===== src/rtl/sev_seg_pkg.sv =====
// sev_seg_pkg
// Shared types and constants for the seven-segment scan driver.
// Segment vectors are active-low {a,b,c,d,e,f,g} with a in the MSB.
//
// Optional feature macro: SEVSEG_HEX_EN (enables the A-F glyphs in the
// decoder; the constants are always present here).
package sev_seg_pkg;

    typedef logic [6:0] seg_t;

    // All segments off (active-low).
    localparam seg_t SEG_BLANK = 7'b1111111;

    localparam seg_t SEG_0 = 7'b0000001;
    localparam seg_t SEG_1 = 7'b1001111;
    localparam seg_t SEG_2 = 7'b0010010;
    localparam seg_t SEG_3 = 7'b0000110;
    localparam seg_t SEG_4 = 7'b1001100;
    localparam seg_t SEG_5 = 7'b0100100;
    localparam seg_t SEG_6 = 7'b0100000;
    localparam seg_t SEG_7 = 7'b0001111;
    localparam seg_t SEG_8 = 7'b0000000;
    localparam seg_t SEG_9 = 7'b0000100;

    localparam seg_t SEG_A = 7'b0001000;
    localparam seg_t SEG_B = 7'b1100000;
    localparam seg_t SEG_C = 7'b0110001;
    localparam seg_t SEG_D = 7'b1000010;
    localparam seg_t SEG_E = 7'b0110000;
    localparam seg_t SEG_F = 7'b0111000;

endpackage


===== src/rtl/sev_seg_decoder.sv =====
// sev_seg_decoder
// Combinational 4-bit code to active-low seven-segment glyph.
//
// Ports:
//   code   in  4  digit code
//   seg    out 7  active-low {a,b,c,d,e,f,g}
//   valid  out 1  1 = code has a glyph; 0 = caller should darken the digit
//
// Optional feature macro: SEVSEG_HEX_EN. When defined, codes 10-15 decode
// to A,b,C,d,E,F; otherwise they are reported invalid with a blank glyph.
module sev_seg_decoder
    import sev_seg_pkg::*;
(
    input  logic [3:0] code,
    output seg_t       seg,
    output logic       valid
);

    always_comb begin
        seg   = SEG_BLANK;
        valid = 1'b1;
        case (code)
            4'd0:    seg = SEG_0;
            4'd1:    seg = SEG_1;
            4'd2:    seg = SEG_2;
            4'd3:    seg = SEG_3;
            4'd4:    seg = SEG_4;
            4'd5:    seg = SEG_5;
            4'd6:    seg = SEG_6;
            4'd7:    seg = SEG_7;
            4'd8:    seg = SEG_8;
            4'd9:    seg = SEG_9;
`ifdef SEVSEG_HEX_EN
            4'd10:   seg = SEG_A;
            4'd11:   seg = SEG_B;
            4'd12:   seg = SEG_C;
            4'd13:   seg = SEG_D;
            4'd14:   seg = SEG_E;
            default: seg = SEG_F;
`else
            default: begin
                seg   = SEG_BLANK;
                valid = 1'b0;
            end
`endif
        endcase
    end

endmodule


===== src/rtl/sev_seg_scan_mux.sv =====
// sev_seg_scan_mux
// Time-multiplexed N-digit seven-segment driver with its own refresh scan.
// Each digit owns a slot of REFRESH_DIV clocks; the first GHOST_CYC clocks
// of every slot keep all anodes off so the previous digit cannot ghost.
// All outputs are registered: the value shown in cycle t+1 is derived from
// the prescaler, slot, blink phase and live inputs of cycle t.
//
// Ports:
//   clk            in   1            system clock
//   rst_n          in   1            asynchronous active-low reset
//   enable         in   1            0 = dark, scan parked at slot 0
//   digits_bcd     in   4*NUM_DIGITS digit i at [4i+3:4i], digit 0 rightmost
//   dp_mask        in   NUM_DIGITS   1 = light decimal point of digit i
//   blank_mask     in   NUM_DIGITS   1 = digit i dark
//   blink_mask     in   NUM_DIGITS   1 = digit i dark while blink phase = 1
//   blink_tick     in   1            single-cycle pulse, toggles blink phase
//   segment        out  7            active-low {a..g}, MSB = a
//   anodes         out  NUM_DIGITS   active-low digit select
//   decimal_point  out  1            active-low
//   digit_sel      out  SEL_W        slot index shown this cycle
//   frame_done     out  1            pulse after slot wraps NUM_DIGITS-1 -> 0
//
// Optional feature macro: SEVSEG_HEX_EN (hex glyphs for codes 10-15,
// handled inside sev_seg_decoder).
module sev_seg_scan_mux
    import sev_seg_pkg::*;
#(
    parameter int NUM_DIGITS  = 4,
    parameter int REFRESH_DIV = 100000,
    parameter int GHOST_CYC   = 2
) (
    input  logic                                             clk,
    input  logic                                             rst_n,
    input  logic                                             enable,
    input  logic [4*NUM_DIGITS-1:0]                          digits_bcd,
    input  logic [NUM_DIGITS-1:0]                            dp_mask,
    input  logic [NUM_DIGITS-1:0]                            blank_mask,
    input  logic [NUM_DIGITS-1:0]                            blink_mask,
    input  logic                                             blink_tick,
    output logic [6:0]                                       segment,
    output logic [NUM_DIGITS-1:0]                            anodes,
    output logic                                             decimal_point,
    output logic [((NUM_DIGITS > 1) ? $clog2(NUM_DIGITS) : 1)-1:0] digit_sel,
    output logic                                             frame_done
);

    localparam int SEL_W = (NUM_DIGITS > 1) ? $clog2(NUM_DIGITS) : 1;
    localparam int PRE_W = (REFRESH_DIV > 1) ? $clog2(REFRESH_DIV) : 1;

    generate
        if (NUM_DIGITS < 1 || GHOST_CYC < 0 || REFRESH_DIV <= GHOST_CYC) begin : g_bad_params
            $error("sev_seg_scan_mux: illegal parameters (need NUM_DIGITS>=1, GHOST_CYC>=0, REFRESH_DIV>GHOST_CYC)");
        end
    endgenerate

    // Scan state
    logic [PRE_W-1:0]      presc_q, presc_d;
    logic [SEL_W-1:0]      slot_q, slot_d;
    logic                  phase_q, phase_d;

    // Registered outputs
    seg_t                  segment_q, segment_d;
    logic [NUM_DIGITS-1:0] anodes_q, anodes_d;
    logic                  dp_q, dp_d;
    logic [SEL_W-1:0]      digit_sel_q, digit_sel_d;
    logic                  frame_done_q, frame_done_d;

    // Current-slot view of the inputs
    logic [3:0]            cur_code;
    seg_t                  dec_seg;
    logic                  dec_valid;
    logic                  cur_dark;
    logic                  last_presc;
    logic                  last_slot;
    logic                  in_ghost;

    assign cur_code   = digits_bcd[{slot_q, 2'b00} +: 4];
    assign last_presc = (presc_q == PRE_W'(REFRESH_DIV - 1));
    assign last_slot  = (slot_q == SEL_W'(NUM_DIGITS - 1));
    assign in_ghost   = (presc_q < PRE_W'(GHOST_CYC));

    sev_seg_decoder u_decoder (
        .code  (cur_code),
        .seg   (dec_seg),
        .valid (dec_valid)
    );

    // Blink gating uses the phase as it stands in this cycle, so a tick
    // changes the displayed digit one cycle after the phase flop updates.
    assign cur_dark = blank_mask[slot_q]
                    | (blink_mask[slot_q] & phase_q)
                    | ~dec_valid;

    always_comb begin
        // Blink phase runs regardless of enable.
        phase_d      = phase_q ^ blink_tick;

        // Defaults describe the disabled display: parked at slot 0, dark.
        presc_d      = '0;
        slot_d       = '0;
        frame_done_d = 1'b0;
        anodes_d     = '1;
        segment_d    = SEG_BLANK;
        dp_d         = 1'b1;
        digit_sel_d  = '0;

        if (enable) begin
            if (last_presc) begin
                presc_d = '0;
                slot_d  = last_slot ? '0 : slot_q + SEL_W'(1);
            end else begin
                presc_d = presc_q + PRE_W'(1);
                slot_d  = slot_q;
            end

            frame_done_d = last_presc & last_slot;
            digit_sel_d  = slot_q;

            // Dead-time at the start of every slot; a dark digit still scans.
            if (!in_ghost) begin
                anodes_d = ~(NUM_DIGITS'(1) << slot_q);
            end

            if (!cur_dark) begin
                segment_d = dec_seg;
                dp_d      = ~dp_mask[slot_q];
            end
        end
    end

    always_ff @(posedge clk or negedge rst_n) begin
        if (!rst_n) begin
            presc_q      <= '0;
            slot_q       <= '0;
            phase_q      <= 1'b0;
            segment_q    <= SEG_BLANK;
            anodes_q     <= '1;
            dp_q         <= 1'b1;
            digit_sel_q  <= '0;
            frame_done_q <= 1'b0;
        end else begin
            presc_q      <= presc_d;
            slot_q       <= slot_d;
            phase_q      <= phase_d;
            segment_q    <= segment_d;
            anodes_q     <= anodes_d;
            dp_q         <= dp_d;
            digit_sel_q  <= digit_sel_d;
            frame_done_q <= frame_done_d;
        end
    end

    assign segment       = segment_q;
    assign anodes        = anodes_q;
    assign decimal_point = dp_q;
    assign digit_sel     = digit_sel_q;
    assign frame_done    = frame_done_q;

endmodule


===== config.mk =====
export PLATFORM = sky130hd
export DESIGN_NAME = sev_seg_scan_mux
export DESIGN_NICKNAME = d
export VERILOG_FILES = /design/src/rtl/sev_seg_pkg.sv /design/src/rtl/sev_seg_decoder.sv /design/src/rtl/sev_seg_scan_mux.sv
export SDC_FILE = /design/constraint.sdc
export NUM_CORES = 1
export LEC_CHECK = 0
export CAP_MARGIN = 20
export CELL_PAD_IN_SITES_DETAIL_PLACEMENT = 1
export CELL_PAD_IN_SITES_GLOBAL_PLACEMENT = 2
export CORE_MARGIN = 2
export CORE_UTILIZATION = 29
export CTS_BUF_LIST = sky130_fd_sc_hd__clkbuf_8
export DETAILED_ROUTE_END_ITERATION = 12
export HOLD_SLACK_MARGIN = 0.08
export PLACE_DENSITY_LB_ADDON = 0.1
export SYNTH_ARGS = -nofsm -noshare
export SYNTH_HDL_FRONTEND = slang
export SYNTH_HIERARCHICAL = 1
export SYNTH_SLANG_ARGS = --single-unit

===== constraint.sdc =====
create_clock -name clk -period 1.94 [get_ports clk]
set_input_delay 0.291 -clock clk [delete_from_list [all_inputs] [get_ports clk]]
set_output_delay 0.291 -clock clk [all_outputs]
set_load 0.02 [all_outputs]

==> impl_metrics.ini <==
[yosys]
part_of_the_yosys_area_used_for_sequential_elements = 0.472
synth.distinct_cells = 40
postSynthRegisterBits = 35
syn_area_per_cell_sq_um = 10.7
yosys_warnings = 6
synth.net_count = 214
synthCells = 177
syn-cell-area_sq_um = 1890

[power]
irDropWorstVdd_v = 0.000293
power_density_nw_per_um2 = 599
power.static_leakage_nw = 1.03

[grt]
global_route_total_overflow = 0
grt_antenna_before_repair = 0
first_global_vias = 1636
grt_start_max_net_pins = 36
grt.total_usage = 0.139
grt_first_pass_wirelength_um = 8000

[sta]
post-route-min-period_ps = 1880
timing.slew.headroom = 0.702
worst_clock_skew_ps = 6.56
final.setup.tns_ps = 0
maxSlewViolCount = 0
grt_setup_unrepaired = false
fmaxAchievable_mhz = 532
fin_worst_hold_slack_ps = 426
layout_worst_path_cycle_share = 0.969
worst_pin_slew_ps = 445
final_hold_viol_count = 0
finalSetupViolations = 0

[cts]
clock_tree.htree_level_count = 2
cts.reportedPaths.clkPinSlew_ps = 70
cts_made_buffers = 5
clock_insertion_delay_worst_skew_ps = 280
cts_num_sinks = 35
tritoncts_clock_tree = done
ctsRootBufferMaster = clkbuf_8
clock_tree.buffer_depth = 2

[layout]
seqCellArea_sq_um = 892
final_nets = 274
final_common_cell = clkdlybuf4s50_1
most-common-layout-cells = clkdlybuf4s50_1 (46), dfrtp_1 (22), nor2_1 (21)
multi_input_comb_area_sq_um = 895
antennaDiodeCount = 0
syn_to_final_growth_pct = 38.2
nFillCells = 717
drive_above_1_share = 0.202

[drt]
postRouteAntennaNets = 0
wire_per_inst_um = 14.9
dr.first_iter.drc_count = 34
detail_route.wirelength_um = 4710
drt_first_pass_iters = 4
drc = 0
detail_route.vias_per_cell = 4.75
num_vias = 1495

[job]
drv_cap = 0

[run_status]
outcome = finished clean

[placed_design]
globalplace.congestion = 0.760
post-dp-hpwl_um = 3670
port-buffer-count = 46

[worst_setup_path]
worst-endpoint-arrival_ps = 2100
worst_setup_path_start_kind = flip-flop
crit_fanout = 6
timing_worst_setup_path_type = flip-flop to flip-flop
timing.reg2reg.setup_slack_ps = 60
critPathRequiredTime_ps = 2160
crit_path_end_kind = flip-flop

[floorplanning]
core_sq_um = 6310
initial_utilization = 0.299
die_width_um = 84.7
floorplan.rows = 29
chipHeight_um = 84.7
die-area_sq_um = 7170
boundaryPins = 47

[worst_hold_path]
worstHoldPathType = input pin to async pin
==> cell usage after synthesis <==
master    number  area share
a21boi_0       1      0.0040
a21oi_1        6       0.016
a31oi_1        1      0.0033
and2_1         1      0.0033
and3_1         2      0.0066
and4_1         1      0.0046
buf_2          3      0.0079
buf_6          2       0.012
buf_8          1      0.0079
clkbuf_1       3      0.0060
clkbuf_2       1      0.0026
dfrtp_1       23        0.30
dfstp_2       12        0.17
ha_1           5       0.033
inv_1          9       0.018
mux2i_1        2       0.011
mux4_2         6       0.072
nand2_1       10       0.020
nand2b_1       8       0.027
nand3_1        7       0.019
nand4_1        7       0.023
nor2_1        21       0.042
nor2b_1        2      0.0066
nor3_1         6       0.016
nor4_1         6       0.020
nor4_4         1       0.011
o211ai_1       1      0.0040
o21ai_0        3      0.0079
o21ba_2        1      0.0053
o221ai_1       1      0.0046
o22a_2         1      0.0053
o2bb2a_1       1      0.0053
or3_1          1      0.0033
or3b_1         1      0.0046
or4_1          1      0.0040
or4_4          1      0.0060
or4b_1         1      0.0053
or4b_4         1      0.0073
xnor2_1       11       0.051
xor2_1         5       0.023
==> cell families after synthesis <==
group	count (synthesis)	share of synthesized area
buf+inv	19	0.0543
flops	35	0.472
mux	8	0.0822
fa+ha+maj	5	0.0331
compound gates	16	0.0557
simple gates	78	0.229
xor+xnor	16	0.0742
==> stage by stage <==
| step | power, mW | utilization | cells | cell area, sq um | setup slack [ps] |
|---|---|---|---|---|---|
| floorplan | 0.905 | - | 177 | 1890 | 0.958 |
| global placement | 1.03 | 0.397 | 306 | 2510 | -54.2 |
| detailed placement | 1.04 | 0.397 | 306 | 2510 | -97.7 |
| CTS | 1.60 | 0.412 | 314 | 2600 | 24.3 |
| global route | 1.65 | 0.413 | 315 | 2610 | 6.68 |
| finish | 1.56 | 0.413 | 315 | 2610 | 60.3 |
==> registers in the layout (all words and copies together) (netlist names) <==
register / count
phase_q: 1
slot_q: 2
presc_q: 17
frame_done: 1
segment: 7
anodes: 4
digit_sel: 2
decimal_point: 1
==> layer usage <==
metal,vias to the layer above,share of wire,global-route usage,routed length (um)
met4,0,0.0017,0.0260,8
li1,734,-,-,-
met5,-,0,0,0
met3,2,0.029,0.0334,136
met1,732,0.46,0.182,2150
met2,27,0.51,0.238,2420
==> power breakdown <==
| part | total (mW) | switching, mW | internal, mW |
|---|---|---|---|
| clock network | 0.535 | 0.254 | 0.281 |
| logic | 0.240 | 0.100 | 0.139 |
| registers | 0.787 | 0.0241 | 0.763 |
| total | 1.56 | 0.378 | 1.18 |
==> critical path, cell delays in order, from the launching register on <==
cell	delay, ps
dfrtp_2	450
buf_4	140
mux4_2	540
buf_4	180
a21boi_0	200
o2bb2a_1	180
nand2b_1	120
==> what timing repair did <==
| item | in CTS | in global routing |
|---|---|---|
| setup endpoints to repair | 3 | 3 |
| resized for setup | 1 | 0 |
| setup buffers | 0 | 1 |
| hold buffers | 0 | 0 |
==> layout make-up <==
| cell class | instances | area share |
|---|---|---|
| inverters | 9 | 0.0129 |
| clock inverters | 2 | 0.00336 |
| clock buffers | 6 | 0.0317 |
| well taps | 77 | 0.0369 |
| flip-flops and latches | 35 | 0.342 |
| repair buffers | 63 | 0.230 |
| multi-input cells | 123 | 0.343 |
==> worst paths after layout <==
check	cells after the start	end	start
hold / removal	2	presc_q[6]$_DFF_PN0_	rst_n
setup reg to reg	6	segment[5]$_DFF_PN1_	slot_q[0]$_DFFE_PN0P_
hold reg to reg	1	presc_q[0]$_DFF_PN0_	presc_q[0]$_DFF_PN0_
setup / recovery	6	segment[5]$_DFF_PN1_	slot_q[0]$_DFFE_PN0P_
min in group clk	1	presc_q[0]$_DFF_PN0_	presc_q[0]$_DFF_PN0_
max in group asynchronous	2	anodes[3]$_DFF_PN1_	rst_n
Power figures use the tool's default switching activity.
